$ cat src/rtl/simple_processor_pkg.sv
// rtl/simple_processor_pkg.sv - shared bus widths for the simple_processor core
package simple_processor_pkg;
  localparam int ADDR_WIDTH = 16;
  localparam int DATA_WIDTH = 16;
endpackage

$ cat src/rtl/simple_processor_mem_arbiter.sv
// rtl/simple_processor_mem_arbiter.sv - round-robin instruction/data arbiter onto one memory port
// One transaction outstanding; watchdog aborts a stalled access with an error ack.
module simple_processor_mem_arbiter #(
  parameter int MEM_ADDR_WIDTH = simple_processor_pkg::ADDR_WIDTH,
  parameter int MEM_DATA_WIDTH = simple_processor_pkg::DATA_WIDTH,
  parameter int TIMEOUT_CYCLES = 16
) (
  input  logic                      clk_i,
  input  logic                      arst_ni,
  input  logic                      imem_req_i,
  input  logic [MEM_ADDR_WIDTH-1:0] imem_addr_i,
  output logic [MEM_DATA_WIDTH-1:0] imem_rdata_o,
  output logic                      imem_ack_o,
  output logic                      imem_err_o,
  input  logic                      dmem_req_i,
  input  logic                      dmem_we_i,
  input  logic [MEM_ADDR_WIDTH-1:0] dmem_addr_i,
  input  logic [MEM_DATA_WIDTH-1:0] dmem_wdata_i,
  output logic [MEM_DATA_WIDTH-1:0] dmem_rdata_o,
  output logic                      dmem_ack_o,
  output logic                      dmem_err_o,
  output logic                      mem_req_o,
  output logic                      mem_we_o,
  output logic [MEM_ADDR_WIDTH-1:0] mem_addr_o,
  output logic [MEM_DATA_WIDTH-1:0] mem_wdata_o,
  input  logic [MEM_DATA_WIDTH-1:0] mem_rdata_i,
  input  logic                      mem_ack_i
);

  localparam logic [1:0] IDLE  = 2'd0;
  localparam logic [1:0] GNT_I = 2'd1;
  localparam logic [1:0] GNT_D = 2'd2;

  // Counter is kept one bit wide when the watchdog is disabled so the logic still elaborates.
  localparam int CNT_W = (TIMEOUT_CYCLES > 0) ? $clog2(TIMEOUT_CYCLES + 1) : 1;
  localparam logic [CNT_W-1:0] CNT_LAST = (TIMEOUT_CYCLES > 0) ? CNT_W'(TIMEOUT_CYCLES - 1) : '0;

  logic [1:0]                state_q, state_d;
  logic                      last_d_q, last_d_d;
  logic [CNT_W-1:0]          cnt_q, cnt_d;
  logic                      req_q, req_d;
  logic                      we_q, we_d;
  logic [MEM_ADDR_WIDTH-1:0] addr_q, addr_d;
  logic [MEM_DATA_WIDTH-1:0] wdata_q, wdata_d;

  logic granted, expire, done, pick_d, pick_i;

  always_comb begin
    granted = (state_q == GNT_I) || (state_q == GNT_D);
    expire  = (TIMEOUT_CYCLES != 0) && granted && !mem_ack_i && (cnt_q == CNT_LAST);
    done    = granted && (mem_ack_i || expire);
    // On a tie the port that did not win last time goes first.
    pick_d  = dmem_req_i && (!imem_req_i || !last_d_q);
    pick_i  = imem_req_i && !pick_d;
  end

  always_comb begin
    state_d  = state_q;
    last_d_d = last_d_q;
    cnt_d    = cnt_q;
    req_d    = req_q;
    we_d     = we_q;
    addr_d   = addr_q;
    wdata_d  = wdata_q;
    case (state_q)
      IDLE: begin
        if (pick_d) begin
          state_d  = GNT_D;
          last_d_d = 1'b1;
          cnt_d    = '0;
          req_d    = 1'b1;
          we_d     = dmem_we_i;
          addr_d   = dmem_addr_i;
          wdata_d  = dmem_wdata_i;
        end else if (pick_i) begin
          state_d  = GNT_I;
          last_d_d = 1'b0;
          cnt_d    = '0;
          req_d    = 1'b1;
          we_d     = 1'b0;
          addr_d   = imem_addr_i;
          wdata_d  = '0;
        end
      end
      GNT_I, GNT_D: begin
        if (done) begin
          state_d = IDLE;
          req_d   = 1'b0;
        end else if (TIMEOUT_CYCLES != 0) begin
          cnt_d = cnt_q + CNT_W'(1);
        end
      end
      default: begin
        state_d = IDLE;
        req_d   = 1'b0;
      end
    endcase
  end

  always_ff @(posedge clk_i or negedge arst_ni) begin
    if (!arst_ni) begin
      state_q  <= IDLE;
      last_d_q <= 1'b0;
      cnt_q    <= '0;
      req_q    <= 1'b0;
      we_q     <= 1'b0;
      addr_q   <= '0;
      wdata_q  <= '0;
    end else begin
      state_q  <= state_d;
      last_d_q <= last_d_d;
      cnt_q    <= cnt_d;
      req_q    <= req_d;
      we_q     <= we_d;
      addr_q   <= addr_d;
      wdata_q  <= wdata_d;
    end
  end

  // Responses are combinational so the owner sees its ack in the memory's ack cycle.
  always_comb begin
    imem_ack_o   = done && (state_q == GNT_I);
    imem_err_o   = expire && (state_q == GNT_I);
    imem_rdata_o = ((state_q == GNT_I) && mem_ack_i) ? mem_rdata_i : '0;
    dmem_ack_o   = done && (state_q == GNT_D);
    dmem_err_o   = expire && (state_q == GNT_D);
    dmem_rdata_o = ((state_q == GNT_D) && mem_ack_i) ? mem_rdata_i : '0;
  end

  assign mem_req_o   = req_q;
  assign mem_we_o    = we_q;
  assign mem_addr_o  = addr_q;
  assign mem_wdata_o = wdata_q;

endmodule

$ cat config.mk
export PLATFORM = sky130hd
export DESIGN_NAME = simple_processor_mem_arbiter
export DESIGN_NICKNAME = d
export VERILOG_FILES = /design/src/rtl/simple_processor_pkg.sv /design/src/rtl/simple_processor_mem_arbiter.sv
export SDC_FILE = /design/constraint.sdc
export NUM_CORES = 1
export LEC_CHECK = 0
export ABC_CLOCK_PERIOD_IN_PS = 3490
export CORE_UTILIZATION = 40
export CTS_CLUSTER_DIAMETER = 150
export DETAILED_ROUTE_END_ITERATION = 16
export PLACE_DENSITY_LB_ADDON = 0.08
export SLEW_MARGIN = 0
export SYNTH_ARGS = -nofsm -noshare
export SYNTH_HDL_FRONTEND = slang
export SYNTH_SLANG_ARGS = --single-unit
$ cat constraint.sdc
create_clock -name clk_i -period 3.49 [get_ports clk_i]
set_input_delay 0.349 -clock clk_i [delete_from_list [all_inputs] [get_ports clk_i]]
set_output_delay 0.349 -clock clk_i [all_outputs]
set_load 0.05 [all_outputs]
Word-level counts from Yosys, hierarchy flattened

Index checks and enable logic that the tools add are counted.

Bits in registers: 42
Input bits: 70
Output and inout port bits: 70
Word-level logic and storage cells: 60

Add/subtract/negate cells: 1
Equal/unequal tests: 6
Muxes and demuxes: 21
Reductions and logical operators: 25

Operators with widths:

| cell                                                 | number |
|---|---|
| 2-to-1 mux 16 bit                                    | 6 |
| 2-to-1 mux 5 bit                                     | 3 |
| logical AND 1 bit                                    | 11 |
| case mux 5 bit (2 select lines)                      | 1 |
| 2-to-1 mux 1 bit                                     | 6 |
| 2-to-1 mux 2 bit                                     | 3 |
| adder 5 x 1 -> 5 bit (second input constant)         | 1 |
| equality test 5 x 4 -> 1 bit (second input constant) | 1 |
| logical NOT 1 bit                                    | 4 |
| != test 2 bit (second input constant)                | 2 |
| case mux 2 bit (2 select lines)                      | 1 |
| AND reduction 2 bit                                  | 2 |
| nonzero test 2 bit                                   | 2 |
| logical OR 1 bit                                     | 3 |
| != test 3 bit (second input constant)                | 1 |
| AND reduction 3 bit                                  | 1 |
| equality test 2 x 1 -> 1 bit (second input constant) | 1 |
| equality test 2 bit (second input constant)          | 1 |
| logical NOT 2 bit                                    | 1 |
| case mux 1 bit (2 select lines)                      | 1 |
| OR reduction 2 bit                                   | 1 |

Depth between registers and ports, before layout

Gate-level depths: netlist of the first run.

Depth in word-level cells: 8
Mapped depth: 7
Depth with buffers taken out: 6

Least setup slack after synthesis of the first run

OpenSTA, ideal clock, no wires.

Path type: register -> register
From: reg cnt_q[0]
To: reg cnt_q[3]
Setup time: 0.071 ns
Data arrival time: 1.867 ns
Data required time: 3.419 ns
Setup slack: 1.552 ns
Cell stages (with the launch flop): 7
Buffers on the path: 0
Path through: dfrtp_1 > ha_1 > and3_1 > ha_1 > or2_4 > or4b_1 > nand4_1

Longest elaborated chain between the ends: 6
Elaborated cells between the ends (all ways): 9
Those cells by class: add/sub: 1; eq/ne: 2; mux: 2; reduce/logical: 4

Ends and longest elaborated chain:

| item                                                         | line                                | RTL |
|---|---|---|
| from (decl)                                                  | simple_processor_mem_arbiter.sv:40  | `logic [CNT_W-1:0] cnt_q, cnt_d;` |
| from (signal assigned)                                       | simple_processor_mem_arbiter.sv:112 | `cnt_q <= cnt_d;` |
| branches (longest 6 deep; another with adder 5 x 1 -> 5 bit) | --                                  |  |

Several ways; the timed one is not identified. The select of a mux whose other input is x is not followed.
A chain may end at the register's enable or synchronous reset.

Final worst setup path of the first run

From: reg cnt_q[0]
To: out dmem_ack_o

Longest elaborated chain between the ends: 5

Ends and longest elaborated chain:

| item                         | line                                | RTL |
|---|---|---|
| equality test 5 x 4 -> 1 bit | simple_processor_mem_arbiter.sv:50  | `expire = (TIMEOUT_CYCLES != 0) && granted && !mem_ack_i && (cnt_q == CNT_LAST);` |
| logical AND 1 bit            | simple_processor_mem_arbiter.sv:50  |  |
| logical OR 1 bit             | simple_processor_mem_arbiter.sv:51  | `done = granted && (mem_ack_i \|\| expire);` |
| logical AND 1 bit            | simple_processor_mem_arbiter.sv:51  |  |
| logical AND 1 bit            | simple_processor_mem_arbiter.sv:125 | `dmem_ack_o = done && (state_q == GNT_D);` |
| to (decl)                    | simple_processor_mem_arbiter.sv:20  | `output logic dmem_ack_o,` |

Every way passes these cells.

==> flow_summary.rst, run 1 <==
.. list-table::
   :header-rows: 1

   * - Metric
     - Value
   * - Count of non-filler cells in the finished layout
     - 420
   * - Required @ worst endpoint
     - around 3100 ps
   * - Type of the worst min-delay path
     - primary input to async pin
   * - Area share of the largest cell type after synthesis
     - 47.2%
   * - Sequential cell fraction of total power
     - 26.2%
   * - Vias
     - approximately 2.1k
   * - Met1 routing resource usage after global routing
     - 23.8%
   * - Resized Gates After CTS
     - 0
   * - Share of the core filled with cells in the final layout
     - 71.1%
   * - Cell count after placement
     - 412
   * - Met2 track demand over resource
     - between 30% and 40%
   * - Clock transition at the register clock pins on the worst setup and hold paths after CTS
     - 80 ps
   * - Critical Path AT
     - 2560 ps
   * - Max Root-Sink Buffers
     - 2
   * - Starting DRC count in detailed routing
     - 79
   * - Count of flip-flops with a built-in enable after synthesis
     - 0
   * - Critical path type
     - register to primary output
   * - Most Used Layer, Global Route
     - met2
   * - Fraction of synthesis flops using an asynchronous set or reset pin
     - 100%
   * - Total routed wirelength
     - 5800 um
   * - Worst setup margin
     - 582 ps
   * - First-pass iteration count of the detailed router
     - 4
   * - GR met3 Demand/Resource
     - 8.02%
   * - Final RePlAce weighted congestion
     - 0.816
   * - GRT Total Usage
     - approximately a fifth
   * - Die Width
     - 76.6 um
   * - Die Outline Area
     - between 5000 and 6000 sq um
   * - Average size of a mapped cell
     - 10.3 sq um
   * - Placement Cell Area
     - about 3600 sq um
   * - Antenna diode count
     - 0
   * - Leading register cell type out of synthesis
     - sky130_fd_sc_hd__dfrtp_1
   * - Crit end category
     - primary output
   * - Unique masters post-synth
     - 38
   * - Final net count
     - 424
   * - Fin Setup TNS
     - 0 ps
   * - Timing-limited maximum frequency
     - about 340 MHz
   * - # H-tree levels
     - 2
   * - Portion of the post-synthesis area used by sequential elements
     - 47.2%
   * - Hold WS
     - 177 ps
   * - Count of max-cap constraint violations
     - 0
   * - Part of the total power dissipated in combinational logic
     - ~64%
   * - Initial Util
     - between 40% and 50%
   * - Vias per cell
     - ~5.0
   * - Number of hold-slack violations in the final timing report
     - 0
   * - Post-synthesis cell area
     - between 2000 and 2500 sq um
   * - Layout cell share with drive strength beyond 1
     - 5.14%
   * - Static Leak
     - 1.68 nW
   * - Core area
     - 5240 sq um
   * - Maximum ir drop on the vdd rail
     - 613 uV
   * - Final count of negative-setup-slack endpoints
     - 0
   * - Number of port buffers
     - 139
   * - Kind of start point of the critical path
     - register
   * - DRC viols
     - 0
   * - Placement Rows
     - 26
   * - Synth cell count leaders
     - sky130_fd_sc_hd__dfrtp_1, sky130_fd_sc_hd__and3_1, sky130_fd_sc_hd__o21ai_0, sky130_fd_sc_hd__nand2_1
   * - Clock buffers created by TritonCTS
     - 5
   * - Average wire per standard cell
     - roughly 14 um
   * - Total half-perimeter wirelength after legalization and detailed placement
     - 4380 um
   * - Sw power
     - 1.63 mW
   * - Final max-slew violation count
     - 0
   * - Library cell with the highest instance count after synthesis
     - sky130_fd_sc_hd__dfrtp_1
   * - Slew at the pin with the worst max-slew slack
     - about 900 ps
   * - Final period demand of the worst path
     - 2910 ps
   * - R2R depth
     - 6
   * - Buffer cell driving the clock tree root
     - sky130_fd_sc_hd__clkbuf_8
   * - Post-synthesis register bit count
     - between 40 and 50
   * - Headroom to the max-slew limit
     - 40.0%
   * - Post-CTS Setup Repair Bufs
     - 0
   * - Number of nets in the synthesized netlist
     - 292
   * - Internal cell power
     - 1.59 mW
   * - Die height
     - 76.6 um
   * - Remaining global-route overflow
     - 0
   * - Pin count of the biggest net entering global routing
     - 43
   * - Total power divided by cell area
     - 864 nW/um^2
   * - TritonCTS clock tree
     - built
   * - Clock net sink count
     - between 40 and 50
   * - ANT nets after route
     - 0
   * - Outcome
     - completed
   * - Skew final
     - 12.8 ps
   * - Post-Syn Instances
     - 217
   * - Setup repair after global routing missed its margin
     - false
   * - Fillcell total
     - 441
   * - Largest cells by area after synthesis
     - sky130_fd_sc_hd__dfrtp_1, sky130_fd_sc_hd__and3_1, sky130_fd_sc_hd__mux2i_1
   * - Clock latency on the worst-skew pair
     - 290 ps
   * - Pre-CTS setup slack
     - roughly 830 ps
   * - Design area
     - 3720 sq um
   * - Syn-to-layout area delta
     - 67.2%
   * - Largest driver fanout on the critical path
     - 8
   * - Antenna violations before repair
     - 0
   * - Cell type with the largest total area after synthesis
     - sky130_fd_sc_hd__dfrtp_1
   * - Count of synthesis-stage warnings from yosys
     - 0
   * - Net switching share of the total power
     - 50.5%
   * - Relative contribution of the clock network to total power
     - 9.8%
   * - Crit share post-route
     - 83.3%
   * - Hold-fix buffer count after cts
     - 0
   * - Number of global-route vias before repair
     - 1,950
   * - Wire length of the first global-routing pass
     - 9420 um
   * - Count of boundary I/O pins
     - 140
   * - Post-layout power
     - between 3 and 4 mW
==> registers in the layout, indices dropped and copies added (netlist names) <==
name	flops
last_d_q	1
mem_addr_o	16
state_q	2
mem_req_o	1
mem_we_o	1
mem_wdata_o	16
cnt_q	5
==> routing by layer <==
layer / up-vias / wire length [um]
li1: 1046 / -
met1: 970 / 2360
met2: 99 / 2780
met3: 4 / 600
met4: 0 / 58
met5: - / 0
==> final cells by class <==
cell class                 count  area (sq um)  share of cell area, %
clock inverter                 1          5.00                  0.134
clock buffer                   7          86.3                   2.32
sequential                    42          1050                   28.2
inverter                       5          18.8                  0.504
multi-input combinational    153          1060                   28.6
tap                           70          87.6                   2.35
timing repair buffer         142          1410                   37.8
==> power groups by stage <==
stage          registers (mW)  logic, mW  clock network, mW
6_report                0.843       2.06              0.317
5_1_grt                 0.874       2.17              0.344
4_1_cts                 0.843       2.07              0.322
3_5_place_dp            0.846       2.07                  0
3_3_place_gp            0.844       2.05                  0
2_1_floorplan            1.53      0.699                  0
==> cell families (layout without fill, tap and decap cells) <==
family,after synthesis,count (layout),share of synthesized area (%)
buffers and inverters,22,155,5.45
and+or+nand+nor,76,76,20.0
muxes,17,17,7.64
adders and majority gates,5,5,2.81
DFF,42,42,47.2
AOI/OAI and AO/OA,55,55,16.9
==> cell usage in the layout (no fill, tap or decap), types with 2 or more instances in the layout <==
cell                              count
sky130_fd_sc_hd__a22o_1              17
sky130_fd_sc_hd__mux2i_1             17
sky130_fd_sc_hd__clkbuf_8             6
sky130_fd_sc_hd__o211ai_1             2
sky130_fd_sc_hd__o22a_1               2
sky130_fd_sc_hd__dfrtp_1             42
sky130_fd_sc_hd__o21ai_0             26
sky130_fd_sc_hd__nor2_1               5
sky130_fd_sc_hd__nand2_1             20
sky130_fd_sc_hd__ha_1                 5
sky130_fd_sc_hd__clkdlybuf4s50_1    138
sky130_fd_sc_hd__buf_4                3
sky130_fd_sc_hd__and3_1              33
sky130_fd_sc_hd__nor2b_1              3
sky130_fd_sc_hd__and4b_1              2
sky130_fd_sc_hd__inv_1                5
sky130_fd_sc_hd__and2_1               2
==> worst paths after layout <==
kind | start | endpoint | slack [ps]
setup / recovery | cnt_q[0]$_DFFE_PN0P_ | dmem_ack_o | 580
hold / removal | arst_ni | mem_wdata_o[5]$_DFFE_PN0P_ | 180
setup reg to reg | cnt_q[0]$_DFFE_PN0P_ | cnt_q[3]$_DFFE_PN0P_ | 1380
hold reg to reg | mem_addr_o[0]$_DFFE_PN0P_ | mem_addr_o[0]$_DFFE_PN0P_ | 480
max in group asynchronous | arst_ni | cnt_q[1]$_DFFE_PN0P_ | 2740
min in group clk_i | mem_addr_o[0]$_DFFE_PN0P_ | mem_addr_o[0]$_DFFE_PN0P_ | 480
==> critical path: stages, from the launching register on <==
cell and delay, ps:
sky130_fd_sc_hd__dfrtp_1 420, sky130_fd_sc_hd__ha_1 210, sky130_fd_sc_hd__and3_1 170, sky130_fd_sc_hd__ha_1 280, sky130_fd_sc_hd__o21a_1 230, sky130_fd_sc_hd__and2_1 170
sky130_fd_sc_hd__clkdlybuf4s50_1 800
Note: power is estimated with default switching activity, not from simulation.
==> run 2, diff against run 1 <==
Settings changed: ABC_CLOCK_PERIOD_IN_PS 3490 to 2510, CORE_UTILIZATION 40 to 33.
Clock period 3.49 ns to 2.51 ns, I/O delays scaled along.
==> run 2 against run 1 <==
Effect of this change: the run now ends with DRC left; worst hold slack got worse by 76 ps; routed wire length increased by 15%; core utilization decreased by 6.8 points; first-iteration DRC count decreased by 2.5%; design area increased by 11%; total power increased by 48%; largest cell class unchanged.
==> flow_summary.rst, run 2 (same netlist as run 1, synthesis figures left out) <==
.. list-table::
   :header-rows: 1

   * - Metric
     - Value
   * - Wire length of the first global-routing pass
     - 10,800 um
   * - Count of non-filler cells in the finished layout
     - 428
   * - Post-CTS Setup Repair Bufs
     - 0
   * - Skew final
     - 5.73 ps
   * - Type of the worst min-delay path
     - primary input to async pin
   * - Outcome
     - finished with violations
   * - Resized Gates After CTS
     - 0
   * - Antenna violations before repair
     - 0
   * - R2R depth
     - 6
   * - Headroom to the max-slew limit
     - 37.8%
   * - TritonCTS clock tree
     - built
   * - Kind of start point of the critical path
     - register
   * - Crit path buf inv count
     - 1
   * - Crit end category
     - primary output
   * - Cell-by-cell trace of the critical path
     - ha_1 -> and3_1 -> ha_1 -> o21a_1 -> and2_1 -> buf_12
   * - Syn-to-layout area delta
     - 85.4%
   * - Final period demand of the worst path
     - 2250 ps
   * - Critical path type
     - register to primary output
   * - Crit share post-route
     - 89.8%
   * - Placement Rows
     - 29
   * - Core area
     - 6420 sq um
   * - Static Leak
     - 1.87 nW
   * - Fin Setup TNS
     - 0 ps
   * - Failing checks
     - DRC
   * - Total routed wirelength
     - 6680 um
   * - Final RePlAce weighted congestion
     - roughly 0.80
   * - Total half-perimeter wirelength after legalization and detailed placement
     - 5170 um
   * - Hold-fix buffer count after cts
     - 0
   * - Commonest cells after routing, fill and taps aside
     - sky130_fd_sc_hd__clkdlybuf4s50_1, sky130_fd_sc_hd__dfrtp_1, sky130_fd_sc_hd__buf_12
   * - GRT Total Usage
     - 19.3%
   * - Cell count after placement
     - 421
   * - Clock buffers created by TritonCTS
     - 5
   * - Layout cell share with drive strength beyond 1
     - 16.0%
   * - Family of cells with the greatest summed delay on the critical path
     - adder cells
   * - Final net count
     - about 430
   * - Buffer cell driving the clock tree root
     - sky130_fd_sc_hd__clkbuf_8
   * - Total power divided by cell area
     - 1150 nW/um^2
   * - Worst setup slack for register-to-register paths
     - 430 ps
   * - Number of hold-slack violations in the final timing report
     - 0
   * - Vias per cell
     - roughly 5
   * - Maximum ir drop on the vdd rail
     - ~880 uV
   * - Initial Util
     - 34.7%
   * - ANT nets after route
     - 0
   * - Crit Reg-Reg Startpoint
     - cnt_q[0]$_DFFE_PN0P_
   * - Count of boundary I/O pins
     - 140
   * - Largest stage delay on the critical path
     - 440 ps
   * - Final count of negative-setup-slack endpoints
     - 0
   * - Crit path max-delay cell type
     - sky130_fd_sc_hd__dfrtp_1
   * - Die Outline Area
     - between 7000 and 8000 sq um
   * - Worst R2R End
     - cnt_q[3]$_DFFE_PN0P_
   * - Total stage count of the critical path
     - 6
   * - Clock net sink count
     - 42
   * - Capturing element of the worst setup path
     - imem_ack_o
   * - Number of port buffers
     - approximately 140
   * - DRC viols
     - 14
   * - Final max-slew violation count
     - 0
   * - First-pass iteration count of the detailed router
     - 10
   * - Most common cell after layout, fill and taps aside
     - sky130_fd_sc_hd__clkdlybuf4s50_1
   * - Required @ worst endpoint
     - 2260 ps
   * - Cell repeated most along the worst path
     - sky130_fd_sc_hd__ha_1
   * - Remaining global-route overflow
     - 0
   * - Antenna diode count
     - 0
   * - Clock latency on the worst-skew pair
     - 290 ps
   * - Timing-limited maximum frequency
     - 444 MHz
   * - Count of max-cap constraint violations
     - 0
   * - Largest driver fanout on the critical path
     - 8
   * - # H-tree levels
     - 2
   * - Critical Path AT
     - 2000 ps
   * - Max Root-Sink Buffers
     - 2
   * - Clock transition at the register clock pins on the worst setup and hold paths after CTS
     - about 80 ps
   * - Setup repair after global routing missed its margin
     - false
   * - Fillcell total
     - 539
   * - Vias
     - about 2.1k
   * - Average wire per standard cell
     - 15.6 um
   * - Die height
     - about 84 um
   * - Pin count of the biggest net entering global routing
     - 43
   * - Starting DRC count in detailed routing
     - between 70 and 80
   * - Number of global-route vias before repair
     - about 2.1k
   * - Timing startpoint of the critical path
     - cnt_q[0]$_DFFE_PN0P_
   * - Slew at the pin with the worst max-slew slack
     - 934 ps
   * - Die Width
     - approximately 84 um
==> run 2: power by group <==
part,internal [mW],total (mW),switching (mW)
Clock,0.318,0.534,0.216
Sequential,0.989,1.17,0.184
Combinational,1.14,3.05,1.91
Total,2.45,4.76,2.31
==> run 2: metal layers <==
| layer | up-vias | global-route usage [%] | wire length (um) |
|---|---|---|---|
| met5 | - | 0 | 0 |
| met4 | 0 | 5.02 | 102 |
| met3 | 11 | 4.72 | 456 |
| met2 | 90 | 34.2 | 3370 |
| met1 | 976 | 23.6 | 2750 |
| li1 | 1053 | - | - |
==> run 2: worst min-delay path by stage <==
| stage | slack, ps | startpoint | end | cells past startpoint |
|---|---|---|---|---|
| 6_report | 100 | arst_ni | cnt_q[3]$_DFFE_PN0P_ | 1 |
| 5_1_grt | 190 | arst_ni | mem_addr_o[10]$_DFFE_PN0P_ | 1 |
| 4_1_cts | 120 | arst_ni | cnt_q[0]$_DFFE_PN0P_ | 1 |
| 3_5_place_dp | 440 | arst_ni | cnt_q[1]$_DFFE_PN0P_ | 1 |
| 3_3_place_gp | 440 | arst_ni | cnt_q[1]$_DFFE_PN0P_ | 1 |
| 2_1_floorplan | -40 | arst_ni | cnt_q[0]$_DFFE_PN0P_ | 0 |
==> run 2: stage by stage <==
stage | cell area (sq um) | power (mW) | hold WS (ps) | utilization [%] | worst slack (ps)
2_1_floorplan | 2230 | 3.10 | -44.6 | - | 572
3_3_place_gp | 4020 | 4.22 | 444 | 62.5 | 513
3_5_place_dp | 4020 | 4.25 | 443 | 62.5 | 446
4_1_cts | 4130 | 4.80 | 125 | 64.3 | 249
5_1_grt | 4130 | 5.00 | 186 | 64.3 | 166
6_report | 4130 | 4.76 | 101 | 64.3 | 257
==> run 2: cell type report <==
type	count	area, sq um	share of cell area [%]
sequential	42	1050	25.5
timing repair buffer	144	1780	43.2
clock inverter	1	30.0	0.727
clock buffer	6	82.6	2.00
tap	77	96.3	2.33
multi-input combinational	153	1060	25.8
inverter	5	18.8	0.455
==> run 2: worst reg2reg max path: stages (launching register included) <==
cell	delay (ps)
sky130_fd_sc_hd__dfrtp_1	440
sky130_fd_sc_hd__ha_1	250
sky130_fd_sc_hd__and3_1	190
sky130_fd_sc_hd__ha_1	260
sky130_fd_sc_hd__or2_4	280
sky130_fd_sc_hd__or4b_1	510
sky130_fd_sc_hd__nand4_1	100
==> run 3, diff against run 2 <==
Settings changed: CAP_MARGIN set to 25.
==> run 3 against run 2 <==
Effect of this change: the flow still finishes with violations (DRC); flip-flop and latch count stayed put; largest cell class unchanged; design area is 0.73% higher; fmax hardly changed; combinational power hardly changed.
==> flow_summary.rst, run 3 (same netlist as run 1, synthesis figures left out) <==
.. list-table::
   :header-rows: 1

   * - Metric
     - Value
   * - Sw power
     - 2.31 mW
   * - Placement Rows
     - 29
   * - Core area
     - between 6000 and 7000 sq um
   * - Final RePlAce weighted congestion
     - 0.804
   * - Type of the worst min-delay path
     - primary input to async pin
   * - Headroom to the max-slew limit
     - around three fifths
   * - Timing-limited maximum frequency
     - 444 MHz
   * - Timing startpoint of the critical path
     - cnt_q[0]$_DFFE_PN0P_
   * - Clock net sink count
     - 42
   * - Initial Util
     - roughly a third
   * - Worst setup margin
     - 256 ps
   * - Count of max-cap constraint violations
     - 0
   * - Antenna diode count
     - 0
   * - Crit end category
     - primary output
   * - Setup repair after global routing missed its margin
     - false
   * - Sequential cell fraction of total power
     - between 20% and 30%
   * - Die Outline Area
     - between 7000 and 8000 sq um
   * - Number of global-route vias before repair
     - between 2k and 2.5k
   * - Outcome
     - finished with violations
   * - Static Leak
     - 1.88 nW
   * - Critical path type
     - register to primary output
   * - Relative contribution of the clock network to total power
     - 11.2%
   * - Post-layout power
     - 4.77 mW
   * - Largest driver fanout on the critical path
     - 8
   * - Clock buffers created by TritonCTS
     - 5
   * - Vias per cell
     - 4.95
   * - Number of hold-slack violations in the final timing report
     - 0
   * - Worst setup slack for register-to-register paths
     - 430 ps
   * - Buffer cell driving the clock tree root
     - sky130_fd_sc_hd__clkbuf_8
   * - # H-tree levels
     - 2
   * - Final max-slew violation count
     - 0
   * - Final period demand of the worst path
     - 2250 ps
   * - Critical Path AT
     - ~2000 ps
   * - Part of the total power dissipated in combinational logic
     - between 60 and 70%
   * - First-pass iteration count of the detailed router
     - 10
   * - Average wire per standard cell
     - 15.5 um
   * - Number of port buffers
     - 139
   * - Starting DRC count in detailed routing
     - slightly above 100
   * - Most common cell after layout, fill and taps aside
     - sky130_fd_sc_hd__clkdlybuf4s50_1
   * - Syn-to-layout area delta
     - 86.8%
   * - Final net count
     - approximately 430
   * - DRC viols
     - 14
   * - Cell repeated most along the worst path
     - sky130_fd_sc_hd__ha_1
   * - Total routed wirelength
     - 6650 um
   * - Count of boundary I/O pins
     - 140
   * - Clock latency on the worst-skew pair
     - 290 ps
   * - Max Root-Sink Buffers
     - 2
   * - Die height
     - 84.1 um
   * - Die Width
     - between 80 and 90 um
   * - Worst R2R End
     - cnt_q[3]$_DFFE_PN0P_
   * - Skew final
     - 5.57 ps
   * - Crit Reg-Reg Startpoint
     - cnt_q[0]$_DFFE_PN0P_
   * - Largest stage delay on the critical path
     - 440 ps
   * - Wire length of the first global-routing pass
     - 10,800 um
   * - Cell-by-cell trace of the critical path
     - ha_1 -> and3_1 -> ha_1 -> o21a_1 -> and2_1 -> buf_12
   * - Pin count of the biggest net entering global routing
     - 43
   * - Net switching share of the total power
     - 48.5%
   * - Required @ worst endpoint
     - 2260 ps
   * - Remaining global-route overflow
     - 0
   * - Pre-CTS setup slack
     - 446 ps
   * - Slew at the pin with the worst max-slew slack
     - 588 ps
   * - Commonest cells after routing, fill and taps aside
     - sky130_fd_sc_hd__clkdlybuf4s50_1, sky130_fd_sc_hd__dfrtp_1, sky130_fd_sc_hd__buf_12
   * - Kind of start point of the critical path
     - register
   * - Final count of negative-setup-slack endpoints
     - 0
   * - Crit share post-route
     - approximately nine tenths
   * - Total half-perimeter wirelength after legalization and detailed placement
     - 5170 um
   * - Failing checks
     - DRC
   * - TritonCTS clock tree
     - built
   * - Layout cell share with drive strength beyond 1
     - approximately 16%
   * - Clock transition at the register clock pins on the worst setup and hold paths after CTS
     - 80 ps
   * - R2R depth
     - 6
   * - Antenna violations before repair
     - 0
   * - Capturing element of the worst setup path
     - imem_ack_o
   * - GRT Total Usage
     - roughly a fifth
   * - Vias
     - 2,128
   * - Internal cell power
     - roughly 2.5 mW
   * - ANT nets after route
     - 0
   * - Crit path max-delay cell type
     - sky130_fd_sc_hd__dfrtp_1
   * - Fin Setup TNS
     - 0 ps
   * - Total power divided by cell area
     - 1150 nW/um^2
   * - Maximum ir drop on the vdd rail
     - between 800 and 900 uV
-- run 3: changes by cell type in the layout (fill, tap and decap cells not counted) --
| cell | delta |
|---|---|
| sky130_fd_sc_hd__dlygate4sd3_1 | +1 |
| sky130_fd_sc_hd__buf_12 | +1 |
-- run 3: worst min-delay path by stage --
stage                     startpoint                      to  slack (ps)  cells after the start
after floorplan              arst_ni    cnt_q[0]$_DFFE_PN0P_         -40                      0
after global placement       arst_ni    cnt_q[1]$_DFFE_PN0P_         440                      1
after detailed placement     arst_ni    cnt_q[1]$_DFFE_PN0P_         440                      1
after CTS                    arst_ni    cnt_q[0]$_DFFE_PN0P_         120                      1
after global routing         arst_ni  state_q[1]$_DFFE_PN0P_         440                      2
final                        arst_ni    cnt_q[0]$_DFFE_PN0P_         410                      2
-- run 3: critical path, delay by kind of cell (launching register included) --
kind                       cells  cell delay, ps
adders and majority gates      2             510
DFF                            1             440
and+or+nand+nor                2             370
buffers and inverters          1             150
AOI/OAI and AO/OA              1             240
-- run 3: metal layers --
layer | GRT usage, % | vias to the layer above | wire length (um)
li1 | - | 1057 | -
met2 | 34.2 | 86 | 3380
met1 | 23.6 | 974 | 2710
met3 | 4.72 | 11 | 456
met5 | 0 | - | 0
met4 | 5.02 | 0 | 102
-- run 3: final cells by class --
| cell class | count | area [sq um] |
|---|---|---|
| inverters | 5 | 18.8 |
| multi-input cells | 153 | 1060 |
| well taps | 77 | 96.3 |
| clock inverters | 1 | 30.0 |
| clock buffers | 6 | 82.6 |
| fillers | 538 | 2260 |
| repair buffers | 146 | 1810 |
| flip-flops and latches | 42 | 1050 |
-- run 3: metrics by stage --
| stage | cells | hold WS, ps | utilization, % | instance area (sq um) |
|---|---|---|---|---|
| after global routing | 430 | 437 | 64.7 | 4160 |
| after CTS | 428 | 125 | 64.3 | 4130 |
| after floorplan | 217 | -44.6 | - | 2230 |
| after detailed placement | 421 | 443 | 62.5 | 4020 |
| final | 430 | 409 | 64.7 | 4160 |
| after global placement | 421 | 444 | 62.5 | 4020 |
-- run 3: repair_timing --
action                                 in CTS  in global routing
gates resized for setup                     0                  0
hold buffers                                0                  1
endpoints found under the hold margin       0                 11
buffers inserted                            0                  0
-- run 3: power by group through the flow --
stage / clock (mW) / sequential (mW) / combinational [mW]
finish: 0.535 / 1.17 / 3.06
global route: 0.581 / 1.22 / 3.21
CTS: 0.549 / 1.17 / 3.08
detailed placement: 0 / 1.18 / 3.08
global placement: 0 / 1.17 / 3.04
floorplan: 0 / 2.13 / 0.971
